### config.mk
export PLATFORM = sky130hd
export DESIGN_NAME = booth_job_sequencer
export DESIGN_NICKNAME = d
export VERILOG_FILES = /design/src/rtl/booth_pkg.sv /design/src/rtl/booth_seq_fifo.sv /design/src/rtl/booth_job_sequencer.sv
export SDC_FILE = /design/constraint.sdc
export NUM_CORES = 1
export LEC_CHECK = 0
export CORE_MARGIN = 5
export CORE_UTILIZATION = 35
export CTS_BUF_LIST = sky130_fd_sc_hd__clkbuf_16
export CTS_CLUSTER_SIZE = 14
export DETAILED_ROUTE_END_ITERATION = 10
export HOLD_SLACK_MARGIN = 0.15
export MAX_ROUTING_LAYER = met4
export PLACE_DENSITY = 0.59
export RECOVER_POWER = 25
export SLEW_MARGIN = 20
export SYNTH_ARGS = -nofsm -noshare
export SYNTH_HDL_FRONTEND = slang
export SYNTH_SLANG_ARGS = --single-unit
### constraint.sdc
create_clock -name clk -period 2.9 [get_ports clk]
set_clock_uncertainty 0.2 [all_clocks]
set_input_delay 0.58 -clock clk [delete_from_list [all_inputs] [get_ports clk]]
set_output_delay 0.58 -clock clk [all_outputs]
set_load 0.1 [all_outputs]
### src/rtl/booth_pkg.sv
// booth_pkg: shared widths, FSM state encoding and operand-pair payload for
// the booth job sequencer and its operand FIFO.
package booth_pkg;

  localparam int unsigned OP_W   = 4;  // operand width (two's complement)
  localparam int unsigned PROD_W = 9;  // product width returned by the multiplier

  typedef enum logic [2:0] {
    S_IDLE      = 3'd0,
    S_LAUNCH    = 3'd1,
    S_WAIT_BUSY = 3'd2,
    S_RUN       = 3'd3,
    S_HOLD      = 3'd4
  } state_t;

  // One queued job: multiplicand in the upper half, multiplier in the lower half.
  typedef struct packed {
    logic [OP_W-1:0] a;
    logic [OP_W-1:0] b;
  } op_pair_t;

  // A product is trivially zero when either operand is zero.
  function automatic logic is_zero_job(op_pair_t p);
    return (p.a == '0) || (p.b == '0);
  endfunction

endpackage

### src/rtl/booth_seq_fifo.sv
// booth_seq_fifo: operand-pair FIFO feeding the job sequencer.
// Ports:
//   clk, rst    - clock, asynchronous active-high reset
//   push, wdata - write request and payload (accepted only when ready)
//   pop         - remove the head entry (ignored when empty)
//   head_c      - current head entry (combinational read of storage)
//   nonempty_c  - at least one entry stored
//   ready       - registered, high when level < DEPTH (no full-cycle bypass)
//   level       - current occupancy, 0..DEPTH
module booth_seq_fifo
  import booth_pkg::*;
#(
  parameter int unsigned DEPTH = 4
) (
  input  logic                   clk,
  input  logic                   rst,
  input  logic                   push,
  input  op_pair_t               wdata,
  input  logic                   pop,
  output op_pair_t               head_c,
  output logic                   nonempty_c,
  output logic                   ready,
  output logic [$clog2(DEPTH):0] level
);

  localparam int unsigned PTR_W = $clog2(DEPTH);
  localparam int unsigned LVL_W = $clog2(DEPTH) + 1;

  op_pair_t         mem [DEPTH];
  logic [PTR_W-1:0] wr_ptr;
  logic [PTR_W-1:0] rd_ptr;
  logic [LVL_W-1:0] level_d;
  logic             push_ok;
  logic             pop_ok;

  assign nonempty_c = (level != '0);
  assign head_c     = mem[rd_ptr];
  assign push_ok    = push && ready;
  assign pop_ok     = pop && nonempty_c;

  // Occupancy update; simultaneous push and pop leaves it unchanged.
  always_comb begin
    level_d = level;
    if (push_ok && !pop_ok) begin
      level_d = level + LVL_W'(1);
    end else if (!push_ok && pop_ok) begin
      level_d = level - LVL_W'(1);
    end
  end

  // Pointers wrap naturally because DEPTH is a power of two.
  always_ff @(posedge clk or posedge rst) begin
    if (rst) begin
      wr_ptr <= '0;
      rd_ptr <= '0;
      level  <= '0;
      ready  <= 1'b0;
    end else begin
      if (push_ok) wr_ptr <= wr_ptr + PTR_W'(1);
      if (pop_ok)  rd_ptr <= rd_ptr + PTR_W'(1);
      level <= level_d;
      ready <= (level_d < LVL_W'(DEPTH));
    end
  end

  // Storage needs no reset; occupancy alone defines validity.
  always_ff @(posedge clk) begin
    if (push_ok) mem[wr_ptr] <= wdata;
  end

endmodule

### src/rtl/booth_job_sequencer.sv
// booth_job_sequencer: queues operand pairs and runs them one at a time
// through an external booth_multiplier, returning products in order.
// Ports:
//   clk, rst                          - clock, asynchronous active-high reset
//   op_valid/op_ready, op_a, op_b     - operand-pair input handshake
//   mul_multiplicand, mul_multiplier  - operands held for the multiplier
//   mul_start, mul_busy, mul_p        - multiplier control and product
//   res_valid/res_ready, res_data,
//   res_err                           - result handshake (err = busy timeout)
//   fifo_level                        - operand FIFO occupancy
// Build option: define BOOTH_SEQ_ZERO_BYPASS_EN to answer jobs with a zero
// operand directly (result 0) without invoking the multiplier.
module booth_job_sequencer
  import booth_pkg::*;
#(
  parameter int unsigned DEPTH   = 4,
  parameter int unsigned TIMEOUT = 16
) (
  input  logic                   clk,
  input  logic                   rst,
  input  logic                   op_valid,
  output logic                   op_ready,
  input  logic [OP_W-1:0]        op_a,
  input  logic [OP_W-1:0]        op_b,
  output logic [OP_W-1:0]        mul_multiplicand,
  output logic [OP_W-1:0]        mul_multiplier,
  output logic                   mul_start,
  input  logic                   mul_busy,
  input  logic [PROD_W-1:0]      mul_p,
  output logic                   res_valid,
  input  logic                   res_ready,
  output logic [PROD_W-1:0]      res_data,
  output logic                   res_err,
  output logic [$clog2(DEPTH):0] fifo_level
);

  localparam int unsigned CNT_W = $clog2(TIMEOUT + 1);

  state_t             state_q;
  state_t             state_d;
  op_pair_t           push_data;
  op_pair_t           head_c;
  logic               nonempty_c;
  logic               pop;
  logic               zero_job_c;
  logic               timeout_c;
  logic [CNT_W-1:0]   wait_cnt;

  logic               start_d;
  logic               valid_d;
  logic               err_d;
  logic [PROD_W-1:0]  data_d;
  logic [OP_W-1:0]    mcand_d;
  logic [OP_W-1:0]    mplier_d;

  assign push_data = {op_a, op_b};

  booth_seq_fifo #(.DEPTH(DEPTH)) u_fifo (
    .clk        (clk),
    .rst        (rst),
    .push       (op_valid),
    .wdata      (push_data),
    .pop        (pop),
    .head_c     (head_c),
    .nonempty_c (nonempty_c),
    .ready      (op_ready),
    .level      (fifo_level)
  );

`ifdef BOOTH_SEQ_ZERO_BYPASS_EN
  assign zero_job_c = is_zero_job(head_c);
`else
  assign zero_job_c = 1'b0;
`endif

  // Last WAIT_BUSY cycle: TIMEOUT cycles have passed since mul_start.
  assign timeout_c = (wait_cnt == CNT_W'(TIMEOUT - 1));

  // State register.
  always_ff @(posedge clk or posedge rst) begin
    if (rst) state_q <= S_IDLE;
    else     state_q <= state_d;
  end

  // Next-state logic; pop is issued only from IDLE with a non-empty FIFO.
  always_comb begin
    state_d = state_q;
    pop     = 1'b0;
    case (state_q)
      S_IDLE: begin
        if (nonempty_c) begin
          pop     = 1'b1;
          state_d = zero_job_c ? S_HOLD : S_LAUNCH;
        end
      end
      S_LAUNCH:    state_d = S_WAIT_BUSY;
      S_WAIT_BUSY: begin
        if (mul_busy)       state_d = S_RUN;
        else if (timeout_c) state_d = S_HOLD;
      end
      S_RUN:       if (!mul_busy) state_d = S_HOLD;
      S_HOLD:      if (res_ready) state_d = S_IDLE;
      default:     state_d = S_IDLE;
    endcase
  end

  // Output logic: next values of the registered outputs.
  always_comb begin
    start_d  = (state_d == S_LAUNCH);
    valid_d  = (state_d == S_HOLD);
    mcand_d  = mul_multiplicand;
    mplier_d = mul_multiplier;
    data_d   = res_data;
    err_d    = res_err;
    case (state_q)
      S_IDLE: begin
        if (nonempty_c) begin
          if (zero_job_c) begin
            data_d = '0;
            err_d  = 1'b0;
          end else begin
            mcand_d  = head_c.a;
            mplier_d = head_c.b;
          end
        end
      end
      S_WAIT_BUSY: begin
        if (!mul_busy && timeout_c) begin
          data_d = '0;
          err_d  = 1'b1;
        end
      end
      S_RUN: begin
        if (!mul_busy) begin
          data_d = mul_p;
          err_d  = 1'b0;
        end
      end
      default: ;
    endcase
  end

  // Output registers; operands only change on a pop, so they stay put
  // from LAUNCH until RUN is left.
  always_ff @(posedge clk or posedge rst) begin
    if (rst) begin
      mul_start        <= 1'b0;
      mul_multiplicand <= '0;
      mul_multiplier   <= '0;
      res_valid        <= 1'b0;
      res_data         <= '0;
      res_err          <= 1'b0;
    end else begin
      mul_start        <= start_d;
      mul_multiplicand <= mcand_d;
      mul_multiplier   <= mplier_d;
      res_valid        <= valid_d;
      res_data         <= data_d;
      res_err          <= err_d;
    end
  end

  // Cycles spent waiting for mul_busy.
  always_ff @(posedge clk or posedge rst) begin
    if (rst)                         wait_cnt <= '0;
    else if (state_q == S_WAIT_BUSY) wait_cnt <= wait_cnt + CNT_W'(1);
    else                             wait_cnt <= '0;
  end

endmodule

# [Word-level counts from Yosys, hierarchy flattened]
# Memories as Yosys holds them, arrays and structs flattened. A register that Yosys moved wholly into a read port is not among the register bits.
# Cells that the tools add are included.
[op_classes] add_sub_neg=5 order_cmp=1 n_eq_ne=9 muxes=19 n_reduce_logical=13
[op_table] operator="$mux 3" n=7
[op_table] operator="$mux 9" n=2
[op_table] operator="$pmux 9 s2" n=1
[op_table] operator="$pmux 3 s5" n=1
[op_table] operator="$eq 3x1->1 const B" n=2
[op_table] operator="$eq 3x2->1 const B" n=2
[op_table] operator="$eq 3x3->1 const B" n=2
[op_table] operator="$mux 1" n=6
[op_table] operator="$add 5x1->5 const B" n=1
[op_table] operator="$eq 5x4->1 const B" n=1
[op_table] operator="$logic_and 1x1->1" n=5
[op_table] operator="$mux 5" n=1
[op_table] operator="$add 2x1->2 const B" n=2
[op_table] operator="$ne 2x2->1 const B" n=2
[op_table] operator="$add 3x1->3 const B" n=1
[op_table] operator="$logic_not 1->1" n=3
[op_table] operator="$logic_not 3->1" n=1
[op_table] operator="$lt 3x3->1 const B" n=1
[op_table] operator="$reduce_and 3->1" n=1
[op_table] operator="$reduce_bool 3->1" n=1
[op_table] operator="$sub 3x1->3 const B" n=1
[op_table] operator="$pmux 1 s2" n=1
[op_table] operator="$reduce_and 2->1" n=1
[op_table] operator="$reduce_bool 2->1" n=1
[word_totals] reg_bits=28 ramBits=32 input_bits=22 out_inout_bits=24 word_cells=58 n_memories=1
[mem_list] name="u_fifo.mem" depth=4 word_bits=8 read_ports=1 rd_ports_with_merged_regs=1 write_ports=1 line="booth_seq_fifo.sv:29" source="op_pair_t mem [DEPTH];"

# [Logic depth before layout (Yosys ltp)]
# Gate-level depths: netlist (run 1).
[logic_depth] ltp_word=8 ltp_mapped=10

# [Hierarchy]
# From an unflattened synthesis (run 1), not the netlist that was laid out.
[hier_totals] hier_cells=172 hier_area_um2=2757.6
[modules_own_cells] module="booth_seq_fifo" instances=1 cells_each=93 area_per_inst_um2=1662.8 seq_area_each_um2=1161.1
[modules_own_cells] module="booth_job_sequencer" instances=1 cells_each=79 area_per_inst_um2=1094.8 seq_area_each_um2=700.7

# [Worst setup path after synthesis (run 1)]
# Ideal clock, no wire load.
[synth_path] path_type="flip-flop to flip-flop" from="register u_fifo.level[0]" to="register u_fifo.ready" setup_ns=0.163 arrival_ns=2.407 required_ns=2.537 path_slack_ns=0.130 path_stages_with_launch=10 path_buffers=1 period_less_slack_ns=2.770 cell_sequence="dfrtp_1 > inv_1 > ha_1 > nor2b_1 > nand2b_1 > buf_4 > ha_1 > and3b_1 > a21oi_1 > xor2_1"
[synth_via] elab_chain_cells=8 word_cells_on_any_way=12 cone_classes="2 x add/sub; 1 x order compare; 4 x mux; 5 x reduce/logical"
[synth_rtl] element="from (decl)" line="booth_seq_fifo.sv:23" source="output logic [$clog2(DEPTH):0] level"
[synth_rtl] element="from (signal assigned)" line="booth_seq_fifo.sv:61" source="level <= level_d;"
[synth_rtl] element="$reduce_bool 3->1" line="booth_seq_fifo.sv:36" source="assign nonempty_c = (level != '0);"
[synth_rtl] element="$mux 1" line="booth_job_sequencer.sv:91" source="if (nonempty_c) begin"
[synth_rtl] element="$mux 1" line="booth_job_sequencer.sv:89" source="case (state_q)"
[synth_rtl] element="$logic_and 1x1->1" line="booth_seq_fifo.sv:39" source="assign pop_ok = pop && nonempty_c;"
[synth_rtl] element="$logic_and 1x1->1 or $logic_not 1->1 (tied branches)" line="booth_seq_fifo.sv:46, booth_seq_fifo.sv:44"
[synth_rtl] element="$mux 3 or $logic_and 1x1->1 (tied branches)" line="booth_seq_fifo.sv:46, booth_seq_fifo.sv:44"
[synth_rtl] element="$mux 3 *" line="booth_seq_fifo.sv:44" source="if (push_ok && !pop_ok) begin"
[synth_rtl] element="$lt 3x3->1 *" line="booth_seq_fifo.sv:62" source="ready <= (level_d < LVL_W'(DEPTH));"
[synth_rtl] element="to (signal assigned)" line="booth_seq_fifo.sv:62"
[synth_rtl] element="to (decl)" line="booth_seq_fifo.sv:22" source="output logic ready,"
# Every way passes the cells marked *; elsewhere a longest branch is shown, timed or not.
# A chain may end at the register's enable or synchronous reset.

# [Worst setup path after layout (run 1)]
[layout_path] from="register u_fifo.level[0]" to="register u_fifo.ready"
[layout_via] elab_chain_cells=8 word_cells_on_any_way=12 cone_classes="2 x add/sub; 1 x order compare; 4 x mux; 5 x reduce/logical"
[layout_rtl] element="$reduce_bool 3->1 *" line="booth_seq_fifo.sv:36"
[layout_rtl] element="$mux 1 *" line="booth_job_sequencer.sv:91"
[layout_rtl] element="$mux 1 *" line="booth_job_sequencer.sv:89"
[layout_rtl] element="named net pop" line="booth_job_sequencer.sv:44" source="logic pop;"
[layout_rtl] element="$logic_and 1x1->1 *" line="booth_seq_fifo.sv:39"
[layout_rtl] element="$logic_and 1x1->1 or $logic_not 1->1 (tied branches)" line="booth_seq_fifo.sv:46, booth_seq_fifo.sv:44"
[layout_rtl] element="$mux 3 or $logic_and 1x1->1 (tied branches)" line="booth_seq_fifo.sv:46, booth_seq_fifo.sv:44"
[layout_rtl] element="$mux 3 *" line="booth_seq_fifo.sv:44"
[layout_rtl] element="$lt 3x3->1 *" line="booth_seq_fifo.sv:62"
# Mark *: on every way through the listed nets, which the timed path passes. The rest lies on a longest branch.

==> results of run 1 <==
kinds of logic (layout without fill, tap and decap cells):
group	count (synthesis)	count (layout)
muxes	17	17
and+or+nand+nor	40	40
adders and majority gates	11	11
buffers and inverters	26	84
xor gates and xnor gates	7	7
AOI/OAI and AO/OA	20	20
DFF	68	68
synth_stat cells, types with 3 or more instances:
master	instances
and3_1	5
dfrtp_1	36
edfxtp_1	32
ha_1	11
inv_1	18
mux2_4	8
mux4_2	8
nand2_1	5
nand2b_1	3
nand4b_1	9
nor2_1	7
nor2b_1	3
o21ai_0	14
xnor2_1	4
xor2_1	3
critical path, cell delays in order, from the launching register on:
cell,delay [ps]
dfrtp_1,420
inv_1,100
ha_1,130
nor2b_1,130
nand2b_1,270
clkinv_4,190
ha_1,260
and3b_1,160
a21oi_1,250
xor2_1,160
routing by layer:
layer,track usage,vias to the layer above,share of wire
li1,-,784,-
met1,0.143,795,0.44
met2,0.164,42,0.48
met3,0.0313,14,0.052
met4,0.0746,0,0.029
met5,-,-,0
final timing paths:
check | end | slack (ps) | depth (start not counted)
setup / recovery | u_fifo.ready | 550 | 9
hold / removal | wait_cnt[0] | 270 | 1
setup reg to reg | u_fifo.ready | 550 | 9
hold reg to reg | wait_cnt[0] | 270 | 1
max in group asynchronous | u_fifo.wr_ptr[1] | 1160 | 3
min in group asynchronous | mul_multiplicand[0] | 780 | 3
through the flow:
step / utilization / setup slack [ps]
after CTS: 0.466 / 511
after global routing: 0.466 / 337
after detailed placement: 0.430 / 467
after global placement: 0.430 / 514
after floorplan: - / 130
final: 0.466 / 550
sequential cells by signal, indices dropped and copies added (netlist names), 2 cells and up:
name              flops
mul_multiplicand      4
mul_multiplier        4
res_data              9
state_q               3
u_fifo.level          3
u_fifo.mem           32
u_fifo.rd_ptr         2
u_fifo.wr_ptr         2
wait_cnt              5
layout by cell type (no fill, tap or decap), drive strengths merged, types with 2 or more instances in the layout:
master	Yosys	final
a21oi	2	2
and3	5	5
and3b	2	2
buf	4	27
clkbuf	3	10
clkdlybuf4s50	0	12
clkinv	1	5
dfrtp	36	36
dlygate4sd3	0	9
edfxtp	32	32
ha	11	11
inv	18	19
mux2	8	8
mux4	8	8
nand2	5	5
nand2b	3	3
nand3	2	2
nand4b	9	9
nor2	7	7
nor2b	3	3
nor3b	2	2
o21a	2	2
o21ai	14	14
xnor2	4	4
xor2	3	3
layout make-up:
| cell class | instances | area [um^2] | area share |
|---|---|---|---|
| clock inverters | 7 | 58.8 | 0.0162 |
| inverters | 19 | 76.3 | 0.0210 |
| clock buffers | 9 | 225 | 0.0619 |
| well taps | 102 | 128 | 0.0351 |
| repair buffers | 49 | 418 | 0.115 |
| multi-input cells | 95 | 868 | 0.239 |
| flip-flops and latches | 68 | 1860 | 0.512 |
==> summary.txt, run 1 <==
Cells and area
  • Syn-to-layout area delta: 27.7%
  • Fill count: 711
  • Nets: 275
  • Ratio of cells with drive above 1 in the final layout: 0.239
  • Number of antenna cells inserted: 0
  • Finished Layout Cells: 349
  • Design Area, Final: 3640 um^2

Drt
  • DRC viols: 0
  • Final ANT Viol Nets: 0
  • Total number of vias: 1635
  • Post-Route WL: 5130 um
  • Initial DRT Pass Iterations: 4
  • Iteration-0 DRC Markers: 51
  • Via density: 4.68
  • Avg WL per Cell: 14.7 um

Clock tree
  • CTS resizes: 0
  • CTS tree: yes
  • Max clock buf depth: 2
  • Num CTS Buffers: 9
  • CTS Root Cell: clkbuf_16
  • Hold-fix buffers at CTS: 0
  • Clk sinks: 68
  • H-Tree Level Count: 3
  • Clock latency on the worst-skew pair: 320 ps
  • # Post-CTS Setup Buffers: 0
  • Clock-pin slew on the worst setup and hold paths: 50 ps

Floorplanning
  • # rows: 32
  • Die H: 100 um
  • Die footprint: 10000 um^2
  • Core area: 7810 um^2
  • Initial core utilization: 0.365
  • Chip Width: 100 um
  • I/O pin total: 46

Global route
  • GRT overflow: 0
  • Vias in the first global route: 1695
  • Initial antenna violation count: 0
  • First-pass GRT wire length: 8340 um
  • Pin count of the biggest net entering global routing: 37
  • Overall routing resource usage: 0.115

Worst hold path
  • Hold Startpoint: wait_cnt[0]
  • Hold crit path type: reg -> reg

Setup path
  • CP Data Arrival Time: 2400 ps
  • Crit path max fanout: 9
  • Critical path required time: 2950 ps
  • Crit. Startpoint: u_fifo.level[0]
  • Crit path capture type: flip-flop
  • Startpoint types: flip-flop
  • Critical R2R Launch: u_fifo.level[0]
  • CP Class: reg -> reg

Logic synthesis
  • Seq/Total Area, Yosys: 0.654
  • Average cell area after synthesis: 15.1 um^2
  • Post-synthesis cell area: 2850 um^2
  • Cell taking the most area after synthesis: edfxtp_1
  • Post-synth net total: 222
  • Post-synth top area share: 0.338
  • Multiplexer share of the synthesized area: 0.109
  • Count of cell types in the netlist: 33
  • Number of flops mapped to enable cells by yosys: 32
  • Simple-gate share of the synthesized area: 0.0875
  • Main combinational cell family by area after synthesis: multiplexers
  • Cells after Synth: 189
  • Post-Synth XOR/XNOR Area: 0.0215
  • Synth Area in Adders: 0.0484
  • Synth top area cells: edfxtp_1, dfrtp_1, mux4_2, ha_1, mux2_4
  • Post-synthesis async set-or-reset flop share: 0.529
  • #FFs+latches synth: 68
  • Synth warn: 0
  • Post-synthesis compound-gate area fraction: 0.0387
  • Primary FF master, synth: dfrtp_1

STA
  • Final count of hold timing violations: 0
  • FMAX: 426 MHz
  • RSZ-0062 raised after global routing: no
  • TNS Setup: 0 ps
  • Hold_ws: 267 ps
  • Final period util: 0.810
  • Final setup vio count: 0
  • Crit path time final: 2350 ps
  • Worst-Margin Slew: 902 ps
  • Relative slew margins: 0.399
  • Slew Limit Fails: 0

Placement
  • Area post-placement: 3350 um^2
  • Placed insts: 333
  • Final GP Congestion: 0.801
  • Port-buffer cells: 45
  • HPWL Detailed: 3500 um

Job
  • Max cap viols: 0

Status
  • Status: finished, final reports clean
Power of run 1 is not shown: default switching activity piles up to over one toggle a cycle in this logic, so the estimate is an artifact.
==> run 2, diff against run 1 <==
--- a/config.mk
+++ b/config.mk
@@ -12,7 +12,7 @@
 export DETAILED_ROUTE_END_ITERATION = 10
 export HOLD_SLACK_MARGIN = 0.15
 export MAX_ROUTING_LAYER = met4
-export PLACE_DENSITY = 0.59
+export PLACE_DENSITY = 0.61
 export RECOVER_POWER = 25
 export SLEW_MARGIN = 20
 export SYNTH_ARGS = -nofsm -noshare
==> constraint.sdc (replaced) <==
create_clock -name clk -period 2.1 [get_ports clk]
set_clock_uncertainty 0.2 [all_clocks]
set_input_delay 0.42 -clock clk [delete_from_list [all_inputs] [get_ports clk]]
set_output_delay 0.42 -clock clk [all_outputs]
set_load 0.1 [all_outputs]
==> run 2 against run 1 <==
Utilization is 7.2 points higher; critical path depth is 1 higher; routed wire length up 4.0%; via count up 3.8%; final area grew 16%; maximum frequency rose by 17%; setup slack got worse by 460 ps; clock-buffer cell count stayed put; final cell count up 5.7%; die area did not move; largest cell class unchanged.
==> summary.txt, run 2 (same netlist as run 1, synthesis figures left out) <==
Status
  • Status: finished, final reports clean

Cells and area
  • Top reg by flops: u_fifo.mem
  • Number of antenna cells inserted: 0 (unchanged)
  • Syn-to-layout area delta: 47.6%
  • Max reg flops: 32 (unchanged)
  • Ratio of cells with drive above 1 in the final layout: 0.333 (+0.0945)
  • Most frequent cells in the layout: dfrtp_1, edfxtp_1, buf_12, inv_1, buf_4
  • Biggest registers after layout: u_fifo.mem: 32 flops, res_data: 9 flops, wait_cnt: 5 flops
  • Design Area, Final: 4200 um^2 (+16%)
  • Fill count: 659 (-7.3%)
  • Final Core Density: 0.538 (+0.0723)
  • Nets: 295 (+7.3%)

Placement
  • Final GP Congestion: 0.707 (-12%)
  • Area post-placement: 3870 um^2 (+15%)
  • Port-buffer cells: 45 (unchanged)
  • HPWL Detailed: 3790 um (+8.1%)

Clock tree
  • CTS Root Cell: clkbuf_16
  • CTS tree: yes
  • H-Tree Level Count: 3 (unchanged)
  • Clock latency on the worst-skew pair: 320 ps (about the same)
  • Num CTS Buffers: 9 (unchanged)
  • Clock-pin slew on the worst setup and hold paths: 50 ps (about the same)
  • Max clock buf depth: 2 (unchanged)
  • Clk sinks: 68 (unchanged)

Floorplanning
  • Die footprint: 10000 um^2 (unchanged)
  • Die H: 100 um (unchanged)
  • Initial core utilization: 0.365 (unchanged)
  • # rows: 32 (unchanged)
  • I/O pin total: 46 (unchanged)
  • Chip Width: 100 um (unchanged)
  • Core area: 7810 um^2 (unchanged)

Worst hold path
  • Hold crit path type: reg -> reg

STA
  • Crit path time final: 2010 ps (-345 ps)
  • Final period util: 0.955 (+0.144)
  • FMAX: 499 MHz (+17%)
  • Final setup vio count: 0 (unchanged)
  • Slew Limit Fails: 0 (unchanged)
  • Worst-Margin Slew: 753 ps (-148 ps)
  • Relative slew margins: 0.497 (+0.0978)
  • Final count of hold timing violations: 0 (unchanged)

Setup path
  • Critical path required time: 2140 ps (-810 ps)
  • Crit path capture type: flip-flop
  • Startpoint types: flip-flop
  • CP Data Arrival Time: 2050 ps (-350 ps)
  • CP Class: reg -> reg
  • Crit path max fanout: 3 (-6)

Drt
  • Iteration-0 DRC Markers: 57 (+12%)
  • Final ANT Viol Nets: 0 (unchanged)
  • DRC viols: 0 (unchanged)
  • Post-Route WL: 5340 um (+4.0%)
  • Avg WL per Cell: 14.5 um (-1.6%)
  • Initial DRT Pass Iterations: 4 (unchanged)
  • Wl on met1: 2330 um (+3.2%)
  • Met2 WL: 2730 um (+11%)
  • Via density: 4.60 (-1.8%)
  • Top layer in use: met4
  • Total number of vias: 1697 (+3.8%)
  • Met3 WL: 195 um (-27%)

Global route
  • GRT overflow: 0 (unchanged)
  • First-pass GRT wire length: 8720 um (+4.5%)
  • Vias in the first global route: 1814 (+7.0%)
  • Initial antenna violation count: 0 (unchanged)
  • Overall routing resource usage: 0.119 (+0.00403)
  • Pin count of the biggest net entering global routing: 29 (-22%)

Job
  • Max cap viols: 0 (unchanged)
==> run 2: changes by cell type in the layout (fill, tap and decap cells not counted), sizes merged <==
| cell | before | now |
|---|---|---|
| clkbuf | 10 | 9 |
| inv | 19 | 21 |
| clkinvlp | 1 | 0 |
| dlygate4sd3 | 9 | 11 |
| bufinv | 1 | 0 |
| clkdlybuf4s50 | 12 | 11 |
| buf | 27 | 47 |
==> run 2: area by class of cell <==
type,instances,area (um^2),area share
inverters,19,86.3,0.0206
multi-input cells,95,930,0.221
clock buffers,9,225,0.0536
flip-flops and latches,68,1870,0.446
clock inverters,7,28.8,0.00685
well taps,102,128,0.0304
repair buffers,69,931,0.222
==> run 2: repair_timing <==
| action | in CTS | in global routing |
|---|---|---|
| endpoints found under the hold margin | 2 | 0 |
| buffers inserted | 0 | 3 |
| endpoints found under the setup margin | 0 | 3 |
| gates resized for setup | 0 | 9 |
| hold buffers | 1 | 0 |
==> run 2: path summary, 6_finish.rpt <==
kind                                 start             endpoint  slack (ps)  cells after the start
setup reg to reg           u_fifo.level[0]         u_fifo.ready          90                     10
hold / removal                 wait_cnt[0]          wait_cnt[0]         270                      1
setup / recovery           u_fifo.level[0]         u_fifo.ready          90                     10
max in group asynchronous              rst  mul_multiplicand[1]         300                      5
hold reg to reg                wait_cnt[0]          wait_cnt[0]         270                      1
min in group asynchronous              rst  mul_multiplicand[0]         820                      3
==> run 2: critical path: stages, from the launching register on <==
cell	delay (ps)
dfrtp_4	470
inv_2	90
ha_4	120
nor2b_4	130
nand2b_4	130
buf_8	130
clkinv_8	50
ha_4	150
and3b_1	160
a21oi_2	160
xor2_1	150
==> run 2: stage by stage <==
step                      TNS (ps)  setup slack, ps  instances  hold slack [ps]
after floorplan               -188            -93.5        189              233
after global placement           0             90.8        349              247
after detailed placement         0             25.1        349              259
after CTS                        0             6.85        366              266
after global routing         -5.00            -5.00        369              289
final                            0             94.9        369              266
==> run 2: metal layers <==
| layer | global-route usage | vias to the layer above |
|---|---|---|
| li1 | - | 823 |
| met1 | 0.140 | 831 |
| met2 | 0.186 | 36 |
| met3 | 0.0306 | 7 |
| met4 | 0.0653 | 0 |
| met5 | - | - |
Power of run 2 is left out for the same reason.
==> run 3, diff against run 2 <==
--- a/config.mk
+++ b/config.mk
@@ -6,13 +6,13 @@
 export NUM_CORES = 1
 export LEC_CHECK = 0
 export CORE_MARGIN = 5
-export CORE_UTILIZATION = 35
+export CORE_UTILIZATION = 48
 export CTS_BUF_LIST = sky130_fd_sc_hd__clkbuf_16
 export CTS_CLUSTER_SIZE = 14
 export DETAILED_ROUTE_END_ITERATION = 10
 export HOLD_SLACK_MARGIN = 0.15
 export MAX_ROUTING_LAYER = met4
-export PLACE_DENSITY = 0.61
+export PLACE_DENSITY = 0.79
 export RECOVER_POWER = 25
 export SLEW_MARGIN = 20
 export SYNTH_ARGS = -nofsm -noshare
==> run 3 against run 2 <==
Flip-flop and latch count did not move; critical path depth fell by 1; worst hold slack got worse by 2.9 ps; first-iteration DRC count rose by 54%; routed wire length rose by 1.5%; final cell count fell by 8.7%; via count rose by 1.2%; maximum frequency rose by 0.33%; final area fell by 1.9%; non-clock buffer count fell by 5; largest cell class unchanged; global-route usage rose by 5.0 points; critical endpoint unchanged.
==> summary.txt, run 3 (same netlist as run 1, synthesis figures left out) <==
Placement
  • Port-buffer cells: 45 (unchanged)
  • Worst slack at placement: -18.9 ps (-44.0 ps)
  • Placed insts: 320 (-8.3%)
  • HPWL Detailed: 3650 um (-3.6%)
  • Final GP Congestion: 0.772 (+9.2%)
  • Area post-placement: 3800 um^2 (-1.9%)

Global route
  • Pin count of the biggest net entering global routing: 37 (+28%)
  • GRT overflow: 0 (unchanged)
  • Overall routing resource usage: 0.169 (+0.0502)
  • Vias in the first global route: 1751 (-3.5%)
  • Initial antenna violation count: 0 (unchanged)
  • First-pass GRT wire length: 9060 um (+3.9%)

Cells and area
  • Design Area, Final: 4120 um^2 (-1.9%)
  • Finished Layout Cells: 337 (-8.7%)
  • Top reg by flops: u_fifo.mem
  • Most frequent cells in the layout: dfrtp_1, edfxtp_1, buf_12, inv_1, buf_4
  • Max reg flops: 32 (unchanged)
  • Biggest registers after layout: u_fifo.mem: 32 flops, res_data: 9 flops, wait_cnt: 5 flops
  • Number of antenna cells inserted: 0 (unchanged)
  • Ratio of cells with drive above 1 in the final layout: 0.340 (+0.00636)
  • Fill count: 355 (-46%)
  • Syn-to-layout area delta: 44.7%
  • Nets: 290 (-1.7%)

STA
  • Worst-Margin Slew: 923 ps (+170 ps)
  • Final period util: 0.952 (-0.00318)
  • Final WS setup: 102 ps (+6.68 ps)
  • Final setup vio count: 0 (unchanged)
  • Slew Limit Fails: 0 (unchanged)
  • FMAX: 500 MHz (+0.33%)
  • Relative slew margins: 0.385 (-0.112)
  • Final count of hold timing violations: 0 (unchanged)
  • Hold_ws: 263 ps (-2.87 ps)
  • Crit path time final: 2000 ps (-6.68 ps)

Setup path
  • Startpoint types: flip-flop
  • CP Data Arrival Time: 2050 ps (about the same)
  • CP Class: reg -> reg
  • Crit path capture type: flip-flop
  • Crit path max fanout: 4 (+1)
  • Critical path required time: 2150 ps (about the same)

Drt
  • Post-Route WL: 5420 um (+1.5%)
  • Iteration-0 DRC Markers: 88 (+54%)
  • Via density: 5.10 (+11%)
  • DRC viols: 0 (unchanged)
  • Final ANT Viol Nets: 0 (unchanged)
  • Initial DRT Pass Iterations: 4 (unchanged)
  • Total number of vias: 1718 (+1.2%)
  • Avg WL per Cell: 16.1 um (+11%)

Floorplanning
  • Die H: 87.0 um (-13%)
  • Core area: 5850 um^2 (-25%)
  • Chip Width: 87.0 um (-13%)
  • # rows: 28 (-13%)
  • Initial core utilization: 0.487 (+0.122)
  • Die footprint: 7570 um^2 (-25%)
  • I/O pin total: 46 (unchanged)

Worst hold path
  • Hold crit path type: reg -> reg

Job
  • Max cap viols: 0 (unchanged)

Clock tree
  • Max clock buf depth: 2 (unchanged)
  • CTS Root Cell: clkbuf_16
  • Clock-pin slew on the worst setup and hold paths: 50 ps (about the same)
  • Clock latency on the worst-skew pair: 330 ps (about the same)
  • Clk sinks: 68 (unchanged)
  • CTS tree: yes
  • Num CTS Buffers: 9 (unchanged)
  • H-Tree Level Count: 3 (unchanged)

Status
  • Status: finished, final reports clean
==> run 3: layout make-up <==
| class | instances | area [um^2] | share of cell area |
|---|---|---|---|
| multi-input combinational | 95 | 917 | 0.223 |
| inverter | 19 | 83.8 | 0.0204 |
| clock inverter | 5 | 21.3 | 0.00516 |
| tap | 75 | 93.8 | 0.0228 |
| sequential | 68 | 1870 | 0.454 |
| clock buffer | 11 | 275 | 0.0668 |
| timing repair buffer | 64 | 856 | 0.208 |
==> run 3: worst max-delay path, stage by stage, from the launching register on <==
cell and delay (ps):
dfrtp_4 500, inv_2 80, ha_1 140, nor2b_4 130
nand2b_4 190, clkinv_8 60, ha_4 150, and3b_1 160
a21oi_2 150, xor2_1 170
==> run 3: final timing paths <==
kind	start	end	slack, ps	depth (start not counted)
setup reg to reg	u_fifo.level[1]	u_fifo.ready	100	9
setup / recovery	u_fifo.level[1]	u_fifo.ready	100	9
max in group asynchronous	rst	u_fifo.level[0]	410	3
hold / removal	wait_cnt[0]	wait_cnt[0]	260	1
min in group asynchronous	rst	mul_multiplier[0]	620	3
hold reg to reg	wait_cnt[0]	wait_cnt[0]	260	1
==> run 3: timing repair <==
item,CTS,global route
gates resized for setup,3,5
setup buffers,0,2
setup endpoints to repair,2,8
hold buffers,0,0
pin swaps,1,0
hold endpoints to repair,0,0
==> run 3: stage by stage <==
step	TNS [ps]	utilization
after floorplan	-188	-
after global placement	0	0.649
after detailed placement	-18.9	0.649
after CTS	0	0.702
after global routing	-14.4	0.704
final	0	0.704
==> run 3: layer usage <==
metal  GRT usage  vias to the layer above  routed length, um
li1            -                      815                  -
met1       0.199                      856               2190
met2       0.268                       36               2920
met3      0.0426                       11                198
met4      0.0878                        0                118
met5           -                        -                  0
Power of run 3 is left out for the same reason.
